**config.mk**
```make
export PLATFORM = sky130hd
export DESIGN_NAME = aqp_ovl_console
export DESIGN_NICKNAME = d
export VERILOG_FILES = /design/src/rtl/aqp_ovl_console.sv
export SDC_FILE = /design/constraint.sdc
export NUM_CORES = 1
export LEC_CHECK = 0
export CORE_MARGIN = 1.5
export CORE_UTILIZATION = 30
export DETAILED_ROUTE_END_ITERATION = 16
export DONT_BUFFER_PORTS = 1
export PLACE_DENSITY_LB_ADDON = 0.1
export SETUP_SLACK_MARGIN = 0.5
export SLEW_MARGIN = 10
export SYNTH_ARGS = -nofsm -noshare
export SYNTH_HDL_FRONTEND = slang
export SYNTH_SLANG_ARGS = --single-unit
```
**constraint.sdc**
```tcl
create_clock -name clk -period 5.5 [get_ports clk]
set_input_delay 0.825 -clock clk [delete_from_list [all_inputs] [get_ports clk]]
set_output_delay 0.825 -clock clk [all_outputs]
set_load 0.005 [all_outputs]
```
**src/rtl/aqp_ovl_console.sv**
```systemverilog
// Overlay console: turns a byte stream into text-RAM cell writes on the 40x25 grid,
// tracking cursor and attribute and performing hardware row/screen clears.
module aqp_ovl_console #(
    parameter int unsigned COLS       = 40,
    parameter int unsigned ROWS       = 25,
    parameter logic [7:0]  ATTR_RESET = 8'h0F,
    parameter logic [7:0]  FILL_CHAR  = 8'h20
) (
    input  logic        clk,
    input  logic        reset_n,
    input  logic [7:0]  in_data,
    input  logic        in_valid,
    output logic        in_ready,
    output logic [9:0]  ovl_text_addr,
    output logic [15:0] ovl_text_wrdata,
    output logic        ovl_text_wr,
    output logic [5:0]  cursor_col,
    output logic [4:0]  cursor_row,
    output logic [7:0]  attr,
    output logic        busy
);

    localparam int unsigned AW = 10;
    localparam int unsigned CW = 6;
    localparam int unsigned RW = 5;

    typedef enum logic [1:0] {IDLE, ESC, CLR_ROW, CLR_ALL} state_t;

    state_t          state_q, state_nxt;
    logic [AW-1:0]   cnt_q, cnt_nxt;
    logic [AW-1:0]   row_base, base_nxt;
    logic [CW-1:0]   col_nxt;
    logic [RW-1:0]   row_nxt;
    logic [7:0]      attr_nxt;
    logic            wr_nxt;
    logic [AW-1:0]   addr_nxt;
    logic [15:0]     data_nxt;
    logic            ready_nxt;
    logic            busy_nxt;
    logic            accept;
    logic            do_lf;

    assign accept = in_valid && in_ready;

    // State register
    always_ff @(posedge clk or negedge reset_n) begin
        if (!reset_n) state_q <= CLR_ALL;
        else          state_q <= state_nxt;
    end

    // Next-state, cursor, attribute and write decisions
    always_comb begin
        state_nxt = state_q;
        cnt_nxt   = cnt_q;
        base_nxt  = row_base;
        col_nxt   = cursor_col;
        row_nxt   = cursor_row;
        attr_nxt  = attr;
        wr_nxt    = 1'b0;
        addr_nxt  = ovl_text_addr;
        data_nxt  = ovl_text_wrdata;
        do_lf     = 1'b0;

        unique case (state_q)
            IDLE: begin
                if (accept) begin
                    if (in_data >= 8'h20) begin
                        wr_nxt   = 1'b1;
                        addr_nxt = row_base + AW'(cursor_col);
                        data_nxt = {attr, in_data};
                        if (cursor_col == CW'(COLS - 1)) begin
                            col_nxt = '0;
                            do_lf   = 1'b1;
                        end else begin
                            col_nxt = cursor_col + CW'(1);
                        end
                    end else begin
                        case (in_data)
                            8'h0D: col_nxt = '0;
                            8'h0A: do_lf = 1'b1;
                            8'h08: if (cursor_col != '0) col_nxt = cursor_col - CW'(1);
                            8'h0C: begin
                                col_nxt   = '0;
                                row_nxt   = '0;
                                base_nxt  = '0;
                                cnt_nxt   = '0;
                                state_nxt = CLR_ALL;
                            end
                            8'h1B: state_nxt = ESC;
                            default: ;
                        endcase
                    end
                end
            end
            ESC: begin
                if (accept) begin
                    attr_nxt  = in_data;
                    state_nxt = IDLE;
                end
            end
            CLR_ROW: begin
                wr_nxt   = 1'b1;
                addr_nxt = row_base + cnt_q;
                data_nxt = {attr, FILL_CHAR};
                cnt_nxt  = cnt_q + AW'(1);
                if (cnt_q == AW'(COLS - 1)) begin
                    cnt_nxt   = '0;
                    state_nxt = IDLE;
                end
            end
            CLR_ALL: begin
                wr_nxt   = 1'b1;
                addr_nxt = cnt_q;
                data_nxt = {attr, FILL_CHAR};
                cnt_nxt  = cnt_q + AW'(1);
                if (cnt_q == {AW{1'b1}}) state_nxt = IDLE;
            end
        endcase

        // Line feed: advance (or wrap) the row, then clear the new row
        if (do_lf) begin
            if (cursor_row == RW'(ROWS - 1)) begin
                row_nxt  = '0;
                base_nxt = '0;
            end else begin
                row_nxt  = cursor_row + RW'(1);
                base_nxt = row_base + AW'(COLS);
            end
            cnt_nxt   = '0;
            state_nxt = CLR_ROW;
        end

        ready_nxt = (state_nxt == IDLE) || (state_nxt == ESC);
        busy_nxt  = (state_nxt == CLR_ROW) || (state_nxt == CLR_ALL);
    end

    // Registered datapath and outputs
    always_ff @(posedge clk or negedge reset_n) begin
        if (!reset_n) begin
            cnt_q           <= '0;
            row_base        <= '0;
            cursor_col      <= '0;
            cursor_row      <= '0;
            attr            <= ATTR_RESET;
            ovl_text_wr     <= 1'b0;
            ovl_text_addr   <= '0;
            ovl_text_wrdata <= '0;
            in_ready        <= 1'b0;
            busy            <= 1'b1;
        end else begin
            cnt_q           <= cnt_nxt;
            row_base        <= base_nxt;
            cursor_col      <= col_nxt;
            cursor_row      <= row_nxt;
            attr            <= attr_nxt;
            ovl_text_wr     <= wr_nxt;
            ovl_text_addr   <= addr_nxt;
            ovl_text_wrdata <= data_nxt;
            in_ready        <= ready_nxt;
            busy            <= busy_nxt;
        end
    end

endmodule
```
==> reports/qor.csv <==
metric;value;unit
outcome;finished, final reports clean;
cp-start-kind;register;
placed_cell_area;3859;um^2
first_pass_iters;4;
critical_path.max_fanout;26;
crit_chain;nor2b_1 -> mux2_2 -> ha_1 -> a211oi_1 -> nor2_1 -> a2111oi_0 -> nor3_1 -> xnor2_1 -> a21oi_1;
worst_pin_slew;923.4;ps
fin_skew;6.769;ps
nets;406;
hold_violations;0;
grt_max_degree;68;
endpoint_kind;register;
drc_errors;0;
yosysTopAreaCellShare;39.72;%
fin_crit_sh;65.67;%
ant_nets;0;
grt_pass1_wl;15260;um
ctsResizeCount;0;
clock.fmax;0.2769;GHz
critPathSlowestCell;dfstp_2;
r2r-end;ovl_text_addr[9]$_DFFE_PN0P_;
core_area;12160;um^2
overflow;0;
antenna_found_initial;0;
die_x;115.2;um
htreeDepth;3;
clock_latency;340;ps
multiInputGateArea;1929;um^2
dp_slack;1855;ps
final_area;4138;um^2
cts_made_buffers;9;
synth-seq-cells;67;
min_period;3612;ps
yosysWarnings;0;
die_height;115.2;um
numClockSinks;67;
netlist_area;3780;um^2
dp_cells;538;
start_util;31.08;%
worst-setup-path-type;reg2reg;
finalPower;1.924;mW
power.density;465.0;nW/um^2
syn_avg_cell_area;9.618;um^2
cts_tree;yes;
drv_cap;0;
io_buffers;0;
area_growth_syn_to_layout;9.467;%
clock-root-buffer;clkbuf_16;
synth-edff-count;0;
critical_path.max_stage_delay;840;ps
totalWireLength;9606;um
num_vias;2897;
slew_violations;0;
syn-num-nets;418;
die_area;13280;um^2
synth_cell_types;65;
fin_setup_tns;0;ps
cellLeakagePower;1.866;nW
instances_no_fill;554;
grtUsageTotal;15.19;%
clockBufferDepth;2;
ir_drop;0.0001181;V
grt_pass1_vias;2677;
register_area;1685;um^2
synth_area_leaders;dfrtp_1 (40%), nand2_1 (5.1%), dfstp_2 (4.9%), ha_1 (4.6%), o21ai_0 (4.4%);
cts_setup_buffers;0;
wl_per_cell;17.34;um
max_slew_margin;38.11;%
worstHoldPathType;in2async;
synth_ff_type;dfrtp_1;
rrSetupSlack;1890;ps
drive_gt1_share;13.73;%
setup_viol;0;
rows;40;
drt-initial-drc-count;168;
rsz0062_at_grt;false;
syn-instance-count;393;
worst_r2r_path_depth;9;
path_clk_slew;60;ps
ys_async_sr_fraction;100.0;%
vias_per_cell;5.229;
cp.arrival;3810;ps
r2r_start;state_q[1]$_DFF_PN1_;
place_congestion;0.8770;
dpl.hpwl;6881;um
pin_count;59;
holdBufCountCts;0;
fillerInstances;1269;
num_antenna_cells;0;
worstPathRequired;5700;ps
synth_top_area_cell;dfrtp_1;
setup_ws;1888;ps
synth.yosys.seq_area_share;44.59;%
-- critical path, delay by kind of cell (launching register included) --
family,cells,cell delay [ps]
fa+ha+maj,1,340
xor+xnor,1,180
compound gates,3,800
simple gates,3,900
mux,1,410
flops,1,840
-- report_power, final --
group | switching (mW) | internal (mW) | total [mW]
combinational | 0.291 | 0.219 | 0.511
sequential | 0.223 | 0.655 | 0.878
clock | 0.219 | 0.317 | 0.535
total | 0.733 | 1.19 | 1.92
-- worst max path at each step --
stage | from | cells after the start | slack (ps) | endpoint
6_report | state_q[1]$_DFF_PN1_ | 9 | 1890 | ovl_text_addr[9]$_DFFE_PN0P_
5_1_grt | state_q[1]$_DFF_PN1_ | 9 | 1560 | ovl_text_addr[9]$_DFFE_PN0P_
4_1_cts | state_q[1]$_DFF_PN1_ | 9 | 1850 | ovl_text_addr[9]$_DFFE_PN0P_
3_5_place_dp | state_q[1]$_DFF_PN1_ | 9 | 1860 | ovl_text_addr[9]$_DFFE_PN0P_
3_3_place_gp | state_q[1]$_DFF_PN1_ | 9 | 1970 | ovl_text_addr[9]$_DFFE_PN0P_
2_1_floorplan | state_q[1]$_DFF_PN1_ | 11 | 2420 | ovl_text_addr[9]$_DFFE_PN0P_
-- flip-flops by register name (all words and copies together), names as in the netlist --
signal           count
in_ready             1
ovl_text_wr          1
ovl_text_wrdata     16
state_q              2
row_base             7
cursor_col           6
ovl_text_addr       10
busy                 1
cursor_row           5
attr                 8
cnt_q               10
-- layer usage --
metal  track usage [%]  share of wire [%]  up-vias
li1                  -                  -     1386
met1             20.61                 47     1421
met2             22.74                 45       78
met3             4.375                6.8       12
met4             6.173                1.6        0
met5                 0                  0        -
-- kinds of logic after synthesis --
kind of cell    Yosys count  share of synthesized area, %
fa+ha+maj                14                         4.634
compound gates           99                         17.35
mux                      21                         5.925
buf+inv                  32                         4.501
flops                    67                         44.59
other cells               1                       0.09921
xor+xnor                 12                         2.781
simple gates            147                         20.13
-- cell type report --
| cell class | instances | share of cell area (%) |
|---|---|---|
| multi-input combinational | 294 | 46.63 |
| tap | 168 | 5.080 |
| clock inverter | 6 | 0.9676 |
| clock buffer | 10 | 5.776 |
| inverter | 9 | 0.8164 |
| sequential | 67 | 40.73 |
-- stage by stage --
step | hold WS, ps | utilization (%)
final | 183.1 | 34.02
after detailed placement | 484.0 | 31.73
after global routing | 162.1 | 34.02
after CTS | 167.9 | 34.02
after global placement | 477.5 | 31.73
after floorplan | 462.8 | -
-- cells in the mapped netlist, drive strengths merged (2+ instances only) --
library cell / count
dfrtp: 60
nand2: 51
o21ai: 43
nor2: 33
buf: 18
a21oi: 15
ha: 14
mux2: 11
mux2i: 10
and3: 9
inv: 9
nand3: 9
a31oi: 7
dfstp: 7
nor3: 7
xnor2: 7
nand2b: 6
nand4: 6
a22o: 5
clkbuf: 5
or3: 5
xor2: 5
a211o: 4
and2: 4
a211oi: 3
nand4b: 3
nor2b: 3
o22ai: 3
o31ai: 3
a221o: 2
a221oi: 2
and4b: 2
nand3b: 2
o21a: 2
or2: 2
-- placed cells by master, fill, tap and decap left out, drive strengths merged, types with 2 or more instances in the layout --
cell type  Yosys  routed
xor2           5       5
nand3          9       9
and2           4       4
nand4b         3       3
and3           9       9
clkinv         0       4
xnor2          7       7
o22ai          3       3
o21a           2       2
a31oi          7       7
mux2          11      11
nand3b         2       2
o21ai         43      43
ha            14      14
a221oi         2       2
a211oi         3       3
nand2         51      51
nor2          33      33
clkbuf         5      10
or3            5       5
a22o           5       5
nand4          6       6
a21oi         15      15
nand2b         6       6
dfrtp         60      60
a211o          4       4
or2            2       2
o31ai          3       3
inv            9      10
nor2b          3       3
dfstp          7       7
nor3           7       7
a221o          2       2
and4b          2       2
mux2i         10      10
No activity file was read; power rests on OpenSTA's default activity.
==> RTL change 1 (same flow settings) <==
Reset style: synchronous (`reset_n`), changed in 2 clocked blocks.
--- a/src/rtl/aqp_ovl_console.sv
+++ b/src/rtl/aqp_ovl_console.sv
@@ -43,7 +43,7 @@
     assign accept = in_valid && in_ready;
 
     // State register
-    always_ff @(posedge clk or negedge reset_n) begin
+    always_ff @(posedge clk) begin
         if (!reset_n) state_q <= CLR_ALL;
         else          state_q <= state_nxt;
     end
@@ -135,7 +135,7 @@
     end
 
     // Registered datapath and outputs
-    always_ff @(posedge clk or negedge reset_n) begin
+    always_ff @(posedge clk) begin
         if (!reset_n) begin
             cnt_q           <= '0;
             row_base        <= '0;
Behaviour: differs if reset_n is asserted again (counterexample within 4 cycles, from zero or initial values and one cycle with reset_n low); with reset_n held inactive, the same outputs for 10 cycles.
==> RTL change 1 against the original RTL <==
Highest routed layer unchanged; sequential cell count unchanged; final area down 4.0%; critical path type unchanged; via count up 10%; setup slack better by 0.35 ns; area after synthesis down 3.7%; cell count up 6.9%; critical path depth down 1; largest cell class unchanged; wire length up 9.0%; die area down 3.6%.
Power is not compared: it rests on default switching activity, and its combinational part moved more than twofold at a synthesized area within 25%.
==> RTL change 1: results (changes against the original RTL) <==
- Vias in the first global route: 2946 (was 2677)
- FF-to-FF Start: state_q[1] (unchanged)
- Least-Margin Pin Slew: 1.041 ns (was 0.9234 ns)
- Top cells by area, synth: dfxtp_1 37%, nand2_1 7.8%, a21oi_1 6.9% (was dfrtp_1 40%, nand2_1 5.1%, dfstp_2 4.9%)
- Sequential area share after synthesis: 0.3686 (was 0.4459)
- Placed inst area: 3660 um2 (was 3859 um2)
- Pre-CTS setup slack: 2.260 ns (was 1.855 ns)
- Outcome: finished, final reports clean (unchanged)
- Arr. time, crit path: 3.49 ns (was 3.81 ns)
- Drt first-iter violations: 234 (was 168)
- Total track usage: 0.1667 (was 0.1519)
- Placed wire-length estimate: 7505 um (was 6881 um)
- First-pass GRT wire length: 16660 um (was 15260 um)
- Final WL: 10470 um (was 9606 um)
- Synth cell types: 65 (unchanged)
- Final nets: 465 (was 406)
- Share of flip-flops with an asynchronous set or reset: 0 (was 1.000)
- Share of cells above drive strength 1: 0.06517 (was 0.1373)
- Largest net degree at the start of global routing: 27 (was 68)
- DR pass1 iterations: 5 (was 4)
- HP Class: reg2reg (was in2async)
- Worst-path fanout max: 20 (was 26)
- Top_reg_cell synth: dfxtp_1 (was dfrtp_1)
- Gp weighted congestion: 0.8695 (was 0.8770)
- Layout Skew: 0.007681 ns (was 0.006769 ns)
- Syn-to-layout area delta: 9.182% (was 9.467%)
- DR vias/cell: 5.383 (was 5.229)
==> RTL change 1: cell count changes in the layout (fill, tap and decap cells not counted), moves of 7 or more <==
cell      delta
nand2_1     +25
mux2i_1      -7
a21oi_1     +36
a311oi_1     +8
mux2_2       -7
dfxtp_1     +67
o21ai_0     -11
dfrtp_1     -60
and3_1       -7
dfstp_2      -7
==> RTL change 1: area by class of cell <==
type | instances | area, um2
Clock buffer | 11 | 252.7
Clock inverter | 5 | 60.06
Fill cell | 1266 | 7939
Inverter | 12 | 45.04
Multi-Input combinational cell | 350 | 2090
Sequential cell | 67 | 1341
Tap cell | 147 | 183.9
==> RTL change 1: critical path, stage by stage (launching register included) <==
cell	delay, ns
dfxtp_1	0.77
nor2b_1	0.65
mux2_2	0.41
ha_1	0.33
a21oi_1	0.24
nor2b_1	0.09
a211oi_1	0.28
o221ai_1	0.15
o21ba_2	0.23
==> RTL change 1: logic make-up (layout without fill, tap and decap cells) <==
family                     count (synthesis)  count (layout)  synth area share
AOI/OAI and AO/OA                        123             123            0.2108
muxes                                      7               7           0.02063
adders and majority gates                 14              14           0.04814
DFF                                       67              67            0.3686
other                                      1               1          0.001031
xor gates and xnor gates                   8               8           0.01926
buffers and inverters                     44              28           0.05708
and+or+nand+nor                          197             197            0.2744
==> RTL change 1: routing by layer <==
metal | vias to the layer above | routed length (um) | global-route usage | share of wire
met3 | 11 | 540 | 0.04499 | 0.052
met2 | 63 | 4619 | 0.2465 | 0.44
met1 | 1501 | 5187 | 0.2373 | 0.50
met4 | 0 | 127 | 0.04833 | 0.012
met5 | - | 0 | 0 | 0
li1 | 1612 | - | - | -
==> RTL change 1: final timing paths <==
check / end / slack [ns] / depth (start not counted)
worst min register to register: ovl_text_wrdata[11] / 0.47 / 2
worst max-delay path: ovl_text_addr[8] / 2.23 / 8
worst max register to register: ovl_text_addr[8] / 2.23 / 8
worst min-delay path: ovl_text_wrdata[11] / 0.47 / 2
==> RTL change 1: per-stage QoR <==
stage                     cells  hold slack [ns]
final                       592           0.4678
after global placement      576           0.4591
after CTS                   592           0.4727
after detailed placement    576           0.4643
after global routing        592           0.4880
after floorplan             461           0.4482
==> RTL change 1: power groups by stage <==
| stage | logic (mW) | clock network [mW] | registers, mW |
|---|---|---|---|
| final | 0.0249 | 0.601 | 0.497 |
| after global routing | 0.0282 | 0.639 | 0.497 |
| after CTS | 0.0251 | 0.620 | 0.497 |
| after detailed placement | 0.0250 | 0 | 0.508 |
| after global placement | 0.0252 | 0 | 0.507 |
| after floorplan | 0.0217 | 0 | 0.505 |
==> RTL change 2 (same settings) <==
Made on the original files. Change the parameter `ATTR_RESET` from 8'h0F to 8'h08.
--- a/src/rtl/aqp_ovl_console.sv
+++ b/src/rtl/aqp_ovl_console.sv
@@ -3,7 +3,7 @@
 module aqp_ovl_console #(
     parameter int unsigned COLS       = 40,
     parameter int unsigned ROWS       = 25,
-    parameter logic [7:0]  ATTR_RESET = 8'h0F,
+    parameter logic [7:0]  ATTR_RESET = 8'h08,
     parameter logic [7:0]  FILL_CHAR  = 8'h20
 ) (
     input  logic        clk,
Formal check against the unedited RTL: not equivalent (a bounded check fails within 4 cycles, from zero or initial values and one cycle with reset_n low).
==> RTL change 2 against the original RTL <==
Total power is 0.76% higher; critical endpoint unchanged; area after synthesis about the same; critical path depth is the same; sequential cell count unchanged; non-clock buffer count is 1 higher; wire length rose by 0.84%; synthesized cell count unchanged; final area hardly changed; setup slack worse by 0.074 ns.
==> RTL change 2: results (changes against the original RTL) <==
- Outcome: finished, final reports clean (unchanged)
- First-pass GRT wire length: 15260 um (about the same)
- CP top delay family: simple AND/OR/NAND/NOR gates (unchanged)
- Setup Viol. Count Final: 0 (unchanged)
- Critical Path Start: state_q[1] (unchanged)
- Via count: 2872 (was 2897)
- Placed wire-length estimate: 6883 um (was 6881 um)
- Arr. time, crit path: 3.89 ns (was 3.81 ns)
- Drt first-iter violations: 159 (was 168)
- Clk. pwr: 0.549 mW (was 0.535 mW)
- Clock latency on the worst-skew pair: 0.34 ns (about the same)
- Placed inst area: 3862 um2 (was 3859 um2)
- Reg-to-Reg End: ovl_text_addr[9] (unchanged)
- Worst R2R Path Depth: 9 (unchanged)
- Ys Warns: 0 (unchanged)
- Port-buffer cells: 0 (unchanged)
- Max incr delay on CP: 0.84 ns (about the same)
- Share of cells above drive strength 1: 0.1318 (was 0.1373)
- Synth top cells by count: 63 x dfrtp_1, 51 x nand2_1, 33 x o21ai_0 (was 60 x dfrtp_1, 51 x nand2_1, 33 x o21ai_0)
- Relative slew margins: 0.3944 (was 0.3811)
- CP max-delay cell: dfstp_2 (unchanged)
- Ant diodes: 0 (unchanged)
- Syn Nets: 418 (unchanged)
- Layout Skew: 0.008951 ns (was 0.006769 ns)
- Antenna violations before repair: 0 (unchanged)
- Switching share of total power: 0.3851 (was 0.3807)
- Vias in the first global route: 2701 (was 2677)
- Gp weighted congestion: 0.8604 (was 0.8770)
- Sequential area share after synthesis: 0.4453 (was 0.4459)
- Combinational power: 0.514 mW
- Worst VDD drop: 0.1200 mV (was 0.1181 mV)
- Clock tree buffer depth: 2 (unchanged)
- HP Class: in2async (unchanged)
- CTS-repair resized insts: 0 (unchanged)
- CTS Buf Count: 9 (unchanged)
- LEAKAGE: 1.881 nW (was 1.866 nW)
- Total track usage: 0.1518 (was 0.1519)
- Top_reg_cell synth: dfrtp_1 (unchanged)
- Synth cell types: 65 (unchanged)
- DR pass1 iterations: 4 (unchanged)
- Worst-path fanout max: 26 (unchanged)
- H-tree depth: 3 (unchanged)
- Final nets: 407 (was 406)
- Largest net degree at the start of global routing: 68 (unchanged)
- Biggest regs: ovl_text_wrdata: 16 flops, cnt_q: 10 flops, ovl_text_addr: 10 flops (unchanged)
- CTS clk-pin slew, worst paths: 0.06 ns (about the same)
- DR WL/cell: 17.45 um (was 17.34 um)
- Share of flip-flops with an asynchronous set or reset: 1.000 (unchanged)
- Top cells by area, synth: dfrtp_1 42%, nand2_1 5.1%, ha_1 4.6% (was dfrtp_1 40%, nand2_1 5.1%, dfstp_2 4.9%)
- CTS root buffer: clkbuf_16 (unchanged)
- R2R setup slack: 1.81 ns (was 1.89 ns)
- Number of setup buffers added after CTS: 0 (unchanged)
RTL change 2: metrics by stage:
step / worst slack, ns / utilization / hold slack [ns] / power (mW) / cells
2_1_floorplan: 2.424 / - / 0.4624 / 1.245 / 393
3_3_place_gp: 1.963 / 0.3176 / 0.4799 / 1.392 / 539
3_5_place_dp: 1.832 / 0.3176 / 0.4834 / 1.400 / 539
4_1_cts: 1.801 / 0.3405 / 0.1619 / 1.959 / 555
5_1_grt: 1.547 / 0.3405 / 0.1584 / 2.077 / 555
6_report: 1.814 / 0.3405 / 0.1753 / 1.939 / 555
RTL change 2: layout make-up:
cell class,count,area (um2)
Fill cell,1260,8020
Multi-Input combinational cell,294,1929
Sequential cell,67,1682
Clock buffer,10,239.0
Tap cell,168,210.2
Clock inverter,6,40.04
Inverter,9,33.78
Timing Repair Buffer,1,7.507
RTL change 2: worst max-delay path by stage:
stage,depth (start not counted),slack (ns),to
2_1_floorplan,11,2.42,ovl_text_addr[9]
3_3_place_gp,9,1.96,ovl_text_addr[9]
3_5_place_dp,9,1.83,ovl_text_addr[9]
4_1_cts,9,1.80,ovl_text_addr[9]
5_1_grt,9,1.55,ovl_text_addr[9]
6_report,9,1.81,ovl_text_addr[9]
RTL change 2: metal layers:
metal / global-route usage / wire length [um] / share of wire
met5: 0 / 0 / 0
met4: 0.05926 / 149 / 0.015
met3: 0.03954 / 438 / 0.045
met2: 0.2317 / 4410 / 0.46
met1: 0.2058 / 4688 / 0.48
RTL change 2: cells by family after synthesis:
family	share of synthesized area
simple gates	0.2015
compound gates	0.1736
flops	0.4453
buf+inv	0.04506
mux	0.05931
fa+ha+maj	0.04639
xor+xnor	0.02783
other cells	0.0009931
